$ cat src/rtl/branch_pc_unit_pkg.sv
// Shared definitions for the fetch/decode PC unit.
// Holds the next-PC select encodings, the branch-type codes used by the
// D-stage comparator, and the branch target helper.
package branch_pc_unit_pkg;

  // Next-PC select codes driven by the D-stage decoder
  localparam logic [2:0] NPC_PC4 = 3'd0;
  localparam logic [2:0] NPC_B   = 3'd1;
  localparam logic [2:0] NPC_J   = 3'd2;
  localparam logic [2:0] NPC_JR  = 3'd3;

  // Branch-type codes consumed by the D-stage comparator producing Bflag
  typedef enum logic [2:0] {
    BR_BEQ  = 3'd0,
    BR_BNE  = 3'd1,
    BR_BLEZ = 3'd2,
    BR_BGTZ = 3'd3,
    BR_BLTZ = 3'd4,
    BR_BGEZ = 3'd5
  } br_type_e;

  // PC-relative branch target: the offset is relative to the delay slot
  function automatic logic [31:0] branch_target(input logic [31:0] pc,
                                                input logic [15:0] imm16);
    return pc + 32'd4 + {{14{imm16[15]}}, imm16, 2'b00};
  endfunction

endpackage

$ cat src/rtl/branch_pc_unit_npc_sel.sv
// Combinational next-PC selection.
// Ports:
//   f_pc_i      current fetch address
//   d_pc_i      PC of the instruction in D
//   d_idx_i     D_instr[25:0] (jump index; low 16 bits are the branch offset)
//   op_npc_i    next-PC select
//   bflag_i     branch condition result
//   ra_i        register target for jr/jalr
//   next_pc_o   selected next fetch address
//   taken_o     a redirect (taken branch, j, jr) is selected
module branch_pc_unit_npc_sel
  import branch_pc_unit_pkg::*;
(
  input  logic [31:0] f_pc_i,
  input  logic [31:0] d_pc_i,
  input  logic [25:0] d_idx_i,
  input  logic [2:0]  op_npc_i,
  input  logic        bflag_i,
  input  logic [31:0] ra_i,
  output logic [31:0] next_pc_o,
  output logic        taken_o
);

  always_comb begin
    next_pc_o = f_pc_i + 32'd4;
    taken_o   = 1'b0;
    case (op_npc_i)
      NPC_B: begin
        if (bflag_i) begin
          next_pc_o = branch_target(d_pc_i, d_idx_i[15:0]);
          taken_o   = 1'b1;
        end
      end
      NPC_J: begin
        next_pc_o = {d_pc_i[31:28], d_idx_i, 2'b00};
        taken_o   = 1'b1;
      end
      NPC_JR: begin
        next_pc_o = ra_i;
        taken_o   = 1'b1;
      end
      // Unlisted codes fall through as sequential fetch
      default: ;
    endcase
  end

endmodule

$ cat src/rtl/branch_pc_unit.sv
// Fetch PC and F/D pipeline register with one architectural delay slot.
// The redirect decided in D only changes the next fetch; the instruction
// already in F always proceeds into D.
// Ports:
//   clk        system clock (rising edge)
//   reset      synchronous active-low reset
//   stall      freezes fetch PC, F/D register and status
//   Bflag      D-stage branch condition
//   opNPC      D-stage next-PC select
//   ra         forwarded rs for jr
//   F_instr    instruction fetched at F_PC
//   F_PC       fetch address
//   D_PC       PC of instruction in D
//   D_instr    instruction in D
//   D_PC8      link address D_PC+8 (combinational)
//   misalign   sticky misaligned-redirect flag
//   taken_cnt  saturating count of taken redirects
module branch_pc_unit
  import branch_pc_unit_pkg::*;
#(
  parameter logic [31:0] RESET_PC = 32'h0000_3000
) (
  input  logic        clk,
  input  logic        reset,
  input  logic        stall,
  input  logic        Bflag,
  input  logic [2:0]  opNPC,
  input  logic [31:0] ra,
  input  logic [31:0] F_instr,
  output logic [31:0] F_PC,
  output logic [31:0] D_PC,
  output logic [31:0] D_instr,
  output logic [31:0] D_PC8,
  output logic        misalign,
  output logic [31:0] taken_cnt
);

  logic [31:0] f_pc_q, f_pc_d;
  logic [31:0] d_pc_q, d_pc_d;
  logic [31:0] d_instr_q, d_instr_d;
  logic        misalign_q, misalign_d;
  logic [31:0] taken_cnt_q, taken_cnt_d;
  logic [31:0] next_pc;
  logic        taken;

  branch_pc_unit_npc_sel npc_sel (
    .f_pc_i    (f_pc_q),
    .d_pc_i    (d_pc_q),
    .d_idx_i   (d_instr_q[25:0]),
    .op_npc_i  (opNPC),
    .bflag_i   (Bflag),
    .ra_i      (ra),
    .next_pc_o (next_pc),
    .taken_o   (taken)
  );

  always_comb begin
    f_pc_d      = next_pc;
    d_pc_d      = f_pc_q;
    d_instr_d   = F_instr;
    // Only redirect targets are screened; sequential fetch is not a redirect
    misalign_d  = misalign_q | (taken & (next_pc[1:0] != 2'b00));
    taken_cnt_d = (taken && (taken_cnt_q != 32'hFFFF_FFFF)) ?
                  taken_cnt_q + 32'd1 : taken_cnt_q;
  end

  always_ff @(posedge clk) begin
    if (!reset) begin
      f_pc_q      <= RESET_PC;
      d_pc_q      <= 32'd0;
      d_instr_q   <= 32'd0;
      misalign_q  <= 1'b0;
      taken_cnt_q <= 32'd0;
    end else if (!stall) begin
      f_pc_q      <= f_pc_d;
      d_pc_q      <= d_pc_d;
      d_instr_q   <= d_instr_d;
      misalign_q  <= misalign_d;
      taken_cnt_q <= taken_cnt_d;
    end
  end

  assign F_PC      = f_pc_q;
  assign D_PC      = d_pc_q;
  assign D_instr   = d_instr_q;
  assign D_PC8     = d_pc_q + 32'd8;
  assign misalign  = misalign_q;
  assign taken_cnt = taken_cnt_q;

endmodule

$ cat config.mk
export PLATFORM = sky130hd
export DESIGN_NAME = branch_pc_unit
export DESIGN_NICKNAME = d
export VERILOG_FILES = /design/src/rtl/branch_pc_unit_pkg.sv /design/src/rtl/branch_pc_unit_npc_sel.sv /design/src/rtl/branch_pc_unit.sv
export SDC_FILE = /design/constraint.sdc
export NUM_CORES = 1
export LEC_CHECK = 0
export ABC_CLOCK_PERIOD_IN_PS = 9700
export CORE_MARGIN = 3
export CORE_UTILIZATION = 28
export DETAILED_ROUTE_END_ITERATION = 7
export PLACE_DENSITY = 0.52
export SLEW_MARGIN = 10
export SYNTH_ARGS = -nofsm -noshare
export SYNTH_HDL_FRONTEND = slang
export SYNTH_SLANG_ARGS = --single-unit
export TNS_END_PERCENT = 1
$ cat constraint.sdc
create_clock -name clk -period 9.7 [get_ports clk]
set_input_delay 2.425 -clock clk [delete_from_list [all_inputs] [get_ports clk]]
set_output_delay 2.425 -clock clk [all_outputs]
set_load 0.03 [all_outputs]
==> flow_summary.toml, run 1 <==
[global_routing]
track_usage_pct = 18.4
grt_max_degree = 88
grt_overflow = 0
grt_pass1_wl_mm = 48.1
grt_pass1_vias = 8260
antenna_found_initial = 2

[synth]
yosysWarnings = 0
async_flop_share_pct = 0
synth_flop_cell = "dfxtp_1"
muxShareOfSynthArea_pct = 7.96
netlist.area_leader.share_pct = 30.6
netlist_top_cells_count = "nor2_1 (130), dfxtp_1 (129), nand2_1 (68), mux2i_1 (66), ha_1 (60)"
synthSimpleGateAreaFrac_pct = 20.9
syn-num-nets = 1145
yosysUniqueCellTypes = 76
yosysSeqAreaShare_pct = 30.6
synth_area_leaders = "dfxtp_1 (31%), ha_1 (8.9%), mux2i_1 (7.8%)"
synth_most_common_cell = "nor2_1"
synth-seq-cells = 129
synth_compound_area_share_pct = 18.0
synth_top_family_by_area = "simple AND/OR/NAND/NOR gates"
netlist_area_mm2 = 0.00844
synth_edf_count = 0
syn_inst = 1013
synth.avg_cell_area_um2 = 8.33
synth.largest_area_cell = "dfxtp_1"
synth-adder-area-share_pct = 9.14
synth_xor_area_share_pct = 9.66

[setup_path]
endpoint_kind = "output pin"
cp.arrival_ns = 3.74
timing.setup.critical_path_class = "register to output pin"
path_max_fanout = 7
r2r-start = "D_instr[15]$_SDFFE_PN0N_"
r2r_end = "F_PC[29]$_SDFFE_PN0N_"
crit_path_start = "D_PC[3]$_SDFFE_PN0N_"
rr_worst_depth = 9
startpoint_type = "register"
crit_end = "D_PC8[31]"
required_ns = 7.28
r2r_setup_slack_ns = 6.09

[timing]
holdWs_ns = 0.504
slew_headroom_pct = 30.9
setup_violations = 0
finalSetupTns_ns = 0
setup_ws_ns = 3.54
slew_violations = 0
clock.fmax_mhz = 162
tightest_slew_ns = 1.04
post-route-min-period_ns = 6.16
rsz0062_at_grt = "no"
period_share_pct = 63.5
hold_violations = 0
skew_ns = 0.0115

[detailed_routing]
via_per_inst = 5.13
finalWirelength_mm = 30.6
postRouteAntennaNets = 0
drtIter0Drc = 577
drtPass1Iterations = 5
num_vias = 8303
drcViolationCount = 0
wl_per_cell_um = 18.9

[place]
place_area_mm2 = 0.0111
place_inst = 1588
io_buffers = 231
dpl.hpwl_mm = 21.7
dp_slack_ns = 3.89
gp_congestion = 0.831

[power]
power.share.clock_pct = 43.4
cellInternalPower_mw = 1.08
p_leak_nw = 4.70
combPwrFrac_pct = 19.3
total_power_mw = 1.59
p_sw_uw = 510
p_per_area_mw_per_mm2 = 136
worst_ir_drop_vdd_v = 0.0000878
pwr-share-seq_pct = 37.2
sw_frac_of_total_pct = 32.0

[floorplan]
dieHeight_um = 180
initial_utilization_pct = 28.9
coreArea_mm2 = 0.0292
rows = 62
die_w_um = 180
die_area_mm2 = 0.0322
io_pins = 232

[cts]
cts-buffers-inserted = 17
clk_path_buf_depth = 2
cts.clk_slew.worst_paths_ns = 0.07
cts_root_buffer = "clkbuf_16"
insertion_delay_ns = 0.42
postCtsHoldBufs = 0
cts_tree = "yes"
postCtsSetupBuffers = 0
cts_resized = 0
h-tree-depth = 4
cts_sinks = 129

[layout]
stdcell_area_mm2 = 0.0117
final_layout_size_suffix_gt1_share_pct = 4.94
num_antenna_cells = 0
fin_util_pct = 40.1
fill_cells = 3020
multi_input_area_mm2 = 0.00555
fin_cells = 1620
final_nets = 1355
final-seq-area_mm2 = 0.00258
area_delta_synth_final_pct = 38.7

[run]
drv_cap = 0

[min_path]
hp-class = "register to register"

[status]
status = "completed"
[worst max-delay path: stages, from the launching register on]
cell             delay, ns
dfxtp_1               0.47
ha_1                  0.26
and3_1                0.27
nand2_1               0.14
or2_1                 0.34
nor3_1                0.70
nand3_1               0.25
xnor2_1               0.20
clkdlybuf4s50_1       0.69
[power groups by stage]
stage / sequential (mW) / clock (mW) / combinational, mW
global route: 0.597 / 0.726 / 0.333
floorplan: 0.637 / 0 / 0.140
detailed placement: 0.605 / 0 / 0.309
finish: 0.592 / 0.691 / 0.307
CTS: 0.593 / 0.707 / 0.310
global placement: 0.605 / 0 / 0.308
[layout make-up]
type | count | area share, %
clock inverters | 15 | 1.56
multi-input cells | 810 | 47.4
clock buffers | 17 | 3.64
well taps | 384 | 4.11
repair buffers | 242 | 20.5
flip-flops and latches | 129 | 22.1
inverters | 23 | 0.738
[routing by layer]
layer / global-route usage (%) / part of all wire (%) / vias to the layer above
li1: - / - / 4095
met2: 29.9 / 45 / 235
met4: 3.65 / 0.91 / 4
met1: 25.3 / 48 / 3943
met3: 3.84 / 5.5 / 26
met5: 0 / 0.069 / -
[registers in the layout, summed over array words and instances (netlist names)]
register,flops
D_instr,32
F_PC,32
misalign,1
taken_cnt,32
D_PC,32
[cell usage in the layout (no fill, tap or decap), drive strengths merged, types with 3 or more instances in the layout]
| cell type | Yosys | routed |
|---|---|---|
| clkdlybuf4s50 | 0 | 230 |
| nor2 | 130 | 130 |
| dfxtp | 129 | 129 |
| nand2 | 68 | 68 |
| mux2i | 66 | 66 |
| o21ai | 62 | 62 |
| ha | 60 | 60 |
| xnor2 | 56 | 56 |
| a21oi | 56 | 56 |
| nand3 | 39 | 39 |
| xor2 | 37 | 37 |
| inv | 22 | 33 |
| a221oi | 26 | 26 |
| nand4 | 24 | 24 |
| clkbuf | 39 | 17 |
| and3 | 17 | 17 |
| nor3 | 17 | 17 |
| a21o | 15 | 15 |
| or3 | 12 | 12 |
| nor2b | 12 | 12 |
| buf | 12 | 12 |
| a31oi | 10 | 10 |
| and2 | 9 | 9 |
| nand2b | 8 | 8 |
| o211ai | 7 | 7 |
| and4 | 6 | 6 |
| o211a | 4 | 4 |
| o21a | 4 | 4 |
| a22oi | 4 | 4 |
| a211oi | 4 | 4 |
| a211o | 3 | 3 |
| o21bai | 3 | 3 |
| o221ai | 3 | 3 |
| o2111ai | 3 | 3 |
| or2 | 3 | 3 |
| nor4 | 3 | 3 |
| nor3b | 3 | 3 |
| a221o | 3 | 3 |
[how the worst min path moves through the flow]
stage                                    from                   endpoint  cells after the start
detailed placement      misalign$_SDFFE_PN0N_      misalign$_SDFFE_PN0N_                      2
global route         D_instr[27]$_SDFFE_PN0N_   D_instr[27]$_SDFFE_PN0N_                      2
floorplan           taken_cnt[1]$_SDFFE_PN0P_  taken_cnt[1]$_SDFFE_PN0P_                      2
global placement        misalign$_SDFFE_PN0N_      misalign$_SDFFE_PN0N_                      2
finish               D_instr[27]$_SDFFE_PN0N_   D_instr[27]$_SDFFE_PN0N_                      2
CTS                     misalign$_SDFFE_PN0N_      misalign$_SDFFE_PN0N_                      2
[cells by family after synthesis]
| family | Yosys count |
|---|---|
| DFF | 129 |
| AOI/OAI and AO/OA | 228 |
| xor gates and xnor gates | 93 |
| buffers and inverters | 74 |
| adders and majority gates | 61 |
| muxes | 67 |
| and+or+nand+nor | 361 |
Power figures use the tool's default switching activity.
==> inputs of run 2 (changes only) <==
Settings changed: ABC_CLOCK_PERIOD_IN_PS 9700 to 5100, PLACE_DENSITY 0.52 to 0.54.
Clock period 9.7 ns to 5.1 ns, I/O delays scaled along.
==> run 2 against run 1 <==
Net effect:
- critical path depth unchanged
- global-route usage up 0.13 points
- routed wire length up 1.1%
- critical endpoint is now D_PC8[26]
- power up 87%
- sequential cell count unchanged
- sequential power up 91%
- first-iteration DRC count down 36%
- largest power group unchanged
- combinational power up 91%
- register-to-register slack worse by 4.6 ns
==> flow_summary.toml, run 2 (synthesis results as in run 1) <==
[cts]
clk_path_buf_depth = 2
postCtsSetupBuffers = 0
cts-buffers-inserted = 17
cts_tree = "yes"
cts_root_buffer = "clkbuf_16"
insertion_delay_ns = 0.43
cts_sinks = 129
cts.clk_slew.worst_paths_ns = 0.07
cts_resized = 0
postCtsHoldBufs = 0
h-tree-depth = 4

[detailed_routing]
drtPass1Iterations = 5
num_vias = 8326
via_per_inst = 5.12
drtIter0Drc = 371
drcViolationCount = 0
wl_per_cell_um = 19.0
finalWirelength_mm = 30.9
postRouteAntennaNets = 0

[global_routing]
grt_pass1_wl_mm = 48.0
grt_pass1_vias = 8242
grt_max_degree = 56
grt_overflow = 0
track_usage_pct = 18.5
antenna_found_initial = 2

[layout]
final_cell_mix = "clkdlybuf4s50_1 (230), nor2_1 (130), dfxtp_1 (129)"
stdcell_area_mm2 = 0.0117
layout_commonest_cell = "clkdlybuf4s50_1"
fill_cells = 3000
area_delta_synth_final_pct = 39.0
final_layout_size_suffix_gt1_share_pct = 5.39
final_nets = 1361
fin_cells = 1627

[floorplan]
coreArea_mm2 = 0.0292
dieHeight_um = 180
io_pins = 232
die_area_mm2 = 0.0322
rows = 62
die_w_um = 180
initial_utilization_pct = 28.9

[setup_path]
cp_common_cell = "and3_1"
required_ns = 3.83
slowest_delay_ns = 0.69
crit_chain = "and3_1, and3_1, nand3_1, or3_1, nor2_1, nand2_1, xnor2_1, clkdlybuf4s50_1"
startpoint_type = "register"
r2r_end = "F_PC[29]$_SDFFE_PN0N_"
cp.arrival_ns = 3.38
r2r-start = "D_instr[15]$_SDFFE_PN0N_"
slowest_stage = "clkdlybuf4s50_1"
endpoint_kind = "output pin"
r2r_setup_slack_ns = 1.51
path_max_fanout = 7
timing.setup.critical_path_class = "register to output pin"
rr_worst_depth = 9

[timing]
skew_ns = 0.0164
slew_headroom_pct = 31.6
finalSetupTns_ns = 0
clock.fmax_mhz = 215
slew_violations = 0
hold_violations = 0
holdWs_ns = 0.496
period_share_pct = 91.2
setup_ws_ns = 0.447
tightest_slew_ns = 1.02
setup_violations = 0
post-route-min-period_ns = 4.65
rsz0062_at_grt = "no"

[place]
dpl.hpwl_mm = 22.8
gp_congestion = 0.851
dp_slack_ns = 0.824
place_inst = 1594
io_buffers = 231
place_area_mm2 = 0.0111

[status]
status = "completed"

[power]
worst_ir_drop_vdd_v = 0.000173
p_per_area_mw_per_mm2 = 253
p_leak_nw = 4.72

[min_path]
holdPathStages = 2
hp-start = "misalign$_SDFFE_PN0N_"
min_to = "misalign$_SDFFE_PN0N_"
hp-class = "register to register"

[run]
drv_cap = 0
[run 2: cell count changes in the layout (fill, tap and decap cells not counted), sizes merged]
cell / previous run / this run
inv: 33 / 34
bufinv: 2 / 0
diode: 0 / 1
buf: 12 / 18
clkinv: 2 / 3
[run 2: worst max-delay path: cells and delay by family (launching register included)]
family | cells | cell delay, ns
AND/OR/NAND/NOR | 6 | 1.65
buffers and inverters | 1 | 0.69
flip-flops | 1 | 0.45
XOR/XNOR | 1 | 0.15
[run 2: where the power goes]
| group | internal [mW] | total (mW) | switching [mW] |
|---|---|---|---|
| clock network | 0.659 | 1.25 | 0.593 |
| registers | 1.05 | 1.13 | 0.0761 |
| logic | 0.260 | 0.587 | 0.327 |
| total | 1.97 | 2.97 | 0.996 |
[run 2: layer usage]
layer | vias up | global-route usage, % | wire (µm)
li1 | 4115 | - | -
met1 | 3915 | 24.5 | 14300
met2 | 264 | 30.4 | 14100
met3 | 30 | 4.49 | 2020
met4 | 2 | 4.86 | 459
met5 | - | 0 | 13
[run 2: area by class of cell]
type / instances / area [µm²] / area share [%]
sequential: 129 / 2580 / 22.0
clock inverter: 15 / 160 / 1.37
tap: 384 / 480 / 4.10
clock buffer: 17 / 425 / 3.63
multi-input combinational: 810 / 5550 / 47.3
timing repair buffer: 248 / 2440 / 20.8
inverter: 23 / 86.3 / 0.736
antenna: 1 / 2.50 / 0.0213
[run 2: how the worst max path moves through the flow]
stage                    startpoint   endpoint  cells past startpoint
2_1_floorplan  D_PC[3]$_SDFFE_PN0N_  D_PC8[29]                      8
3_3_place_gp   D_PC[5]$_SDFFE_PN0N_  D_PC8[26]                      8
3_5_place_dp   D_PC[5]$_SDFFE_PN0N_  D_PC8[26]                      8
4_1_cts        D_PC[5]$_SDFFE_PN0N_  D_PC8[26]                      8
5_1_grt        D_PC[5]$_SDFFE_PN0N_  D_PC8[30]                      8
6_report       D_PC[5]$_SDFFE_PN0N_  D_PC8[26]                      8
[run 2: stage by stage]
| step | total power, mW | utilization (%) |
|---|---|---|
| 3_3_place_gp | 1.74 | 38.2 |
| 4_1_cts | 3.00 | 40.2 |
| 6_report | 2.97 | 40.2 |
| 5_1_grt | 3.09 | 40.2 |
| 3_5_place_dp | 1.74 | 38.2 |
| 2_1_floorplan | 1.48 | - |
==> inputs of run 3 (changes only) <==
Settings changed: CORE_UTILIZATION 28 to 35, PLACE_DENSITY 0.54 to 0.65.
==> run 3 against run 2 <==
Net effect:
- clock-buffer cell count up 2
- non-clock buffer count down 6
- die area down 19%
- core utilization up 8.8 points
- worst hold slack worse by 0.0069 ns
- register-to-register slack worse by 0.03 ns
- first-iteration DRC count up 26%
- sequential share of layout area up 0.31 points
- routed wire length down 7.4%
- highest routed layer unchanged
- global-route usage up 3.4 points
- critical path depth unchanged
- clock power down 7%
==> flow_summary.toml, run 3 (synthesis results as in run 1) <==
[status]
status = "completed"

[setup_path]
cp_common_cell = "and3_1"
endpoint_kind = "output pin"
path_max_fanout = 7
crit_chain = "and3_1, and3_1, nand3_1, or3_1, nor2_1, nand2_1, xnor2_1, clkdlybuf4s50_1"
startpoint_type = "register"
required_ns = 3.83
cp.arrival_ns = 3.30
r2r_end = "F_PC[29]$_SDFFE_PN0N_"
slowest_stage = "clkdlybuf4s50_1"
r2r-start = "D_instr[15]$_SDFFE_PN0N_"
timing.setup.critical_path_class = "register to output pin"
slowest_delay_ns = 0.68
rr_worst_depth = 9
r2r_setup_slack_ns = 1.48

[timing]
tightest_slew_ns = 1.06
post-route-min-period_ns = 4.58
holdWs_ns = 0.489
hold_violations = 0
period_share_pct = 89.8
finalSetupTns_ns = 0
setup_violations = 0
slew_violations = 0
skew_ns = 0.0140
clock.fmax_mhz = 218
slew_headroom_pct = 29.1
rsz0062_at_grt = "no"
setup_ws_ns = 0.522

[detailed_routing]
drcViolationCount = 0
finalWirelength_mm = 28.6
drtIter0Drc = 466
wl_per_cell_um = 18.4
num_vias = 8326
postRouteAntennaNets = 0
drtPass1Iterations = 7
via_per_inst = 5.35

[floorplan]
rows = 56
io_pins = 232
coreArea_mm2 = 0.0236
initial_utilization_pct = 35.7
dieHeight_um = 161
die_w_um = 161
die_area_mm2 = 0.0260

[power]
cellInternalPower_mw = 1.95
sw_frac_of_total_pct = 31.7
worst_ir_drop_vdd_v = 0.000181
pwr-share-seq_pct = 39.3
p_per_area_mw_per_mm2 = 248
p_leak_nw = 4.67
power.share.clock_pct = 40.5
combPwrFrac_pct = 20.2
p_sw_uw = 909

[global_routing]
grt_overflow = 0
grt_pass1_wl_mm = 46.1
track_usage_pct = 22.0
grt_max_degree = 67
antenna_found_initial = 2
grt_pass1_vias = 8250

[cts]
cts_sinks = 129
postCtsSetupBuffers = 0
postCtsHoldBufs = 0
h-tree-depth = 4
cts_root_buffer = "clkbuf_16"
insertion_delay_ns = 0.42
cts_resized = 0
clk_path_buf_depth = 2
cts.clk_slew.worst_paths_ns = 0.06
cts-buffers-inserted = 17
cts_tree = "yes"

[min_path]
hp-start = "misalign$_SDFFE_PN0N_"
holdPathStages = 2
min_to = "misalign$_SDFFE_PN0N_"
hp-class = "register to register"

[run]
drv_cap = 0

[layout]
fill_cells = 2281
area_delta_synth_final_pct = 37.1
layout_commonest_cell = "clkdlybuf4s50_1"
final_cell_mix = "clkdlybuf4s50_1 (230), nor2_1 (130), dfxtp_1 (129)"
final_layout_size_suffix_gt1_share_pct = 4.85
stdcell_area_mm2 = 0.0116
final_nets = 1355

[place]
place_area_mm2 = 0.0110
io_buffers = 231
dp_slack_ns = 0.932
gp_congestion = 0.883
dpl.hpwl_mm = 20.6
==> run 3: per-layer routing <==
layer	vias up	global-route usage, %	wire (µm)
li1	4111	-	-
met1	3948	29.1	13200
met2	248	36.3	13200
met3	17	5.98	1930
met4	2	4.07	288
met5	-	0	13
==> run 3: final cells by class <==
type / instances / area [µm²] / share of cell area [%]
multi-input combinational: 810 / 5550 / 48.0
sequential: 129 / 2580 / 22.3
timing repair buffer: 242 / 2390 / 20.7
clock buffer: 19 / 443 / 3.83
tap: 319 / 399 / 3.45
clock inverter: 13 / 106 / 0.920
inverter: 23 / 86.3 / 0.747
antenna: 2 / 5.00 / 0.0433
==> run 3: metrics by stage <==
stage               instances  utilization, %  power (mW)
global route             1556            49.0        2.99
detailed placement       1523            46.6        1.73
finish                   1557            49.0        2.86
floorplan                1013               -        1.48
global placement         1523            46.6        1.72
CTS                      1555            48.9        2.89
==> run 3: power by group through the flow <==
stage          sequential, mW  combinational [mW]  clock [mW]
2_1_floorplan            1.21               0.265           0
3_3_place_gp             1.15               0.576           0
3_5_place_dp             1.15               0.580           0
4_1_cts                  1.13               0.583        1.18
5_1_grt                  1.14               0.627        1.23
6_report                 1.13               0.579        1.16
==> run 3: critical path: cells and delay by family, from the launching register on <==
| family | cells | cell delay [ns] |
|---|---|---|
| xor gates and xnor gates | 1 | 0.14 |
| DFF | 1 | 0.45 |
| and+or+nand+nor | 6 | 1.60 |
| buffers and inverters | 1 | 0.68 |
==> run 3: worst max-delay path by stage <==
stage                    startpoint        end  slack, ns  cells past startpoint
2_1_floorplan  D_PC[3]$_SDFFE_PN0N_  D_PC8[29]       1.30                      8
3_3_place_gp   D_PC[5]$_SDFFE_PN0N_  D_PC8[26]       0.95                      8
3_5_place_dp   D_PC[5]$_SDFFE_PN0N_  D_PC8[30]       0.93                      8
4_1_cts        D_PC[5]$_SDFFE_PN0N_  D_PC8[28]       0.47                      8
5_1_grt        D_PC[5]$_SDFFE_PN0N_  D_PC8[26]       0.28                      8
6_report       D_PC[5]$_SDFFE_PN0N_  D_PC8[28]       0.52                      8
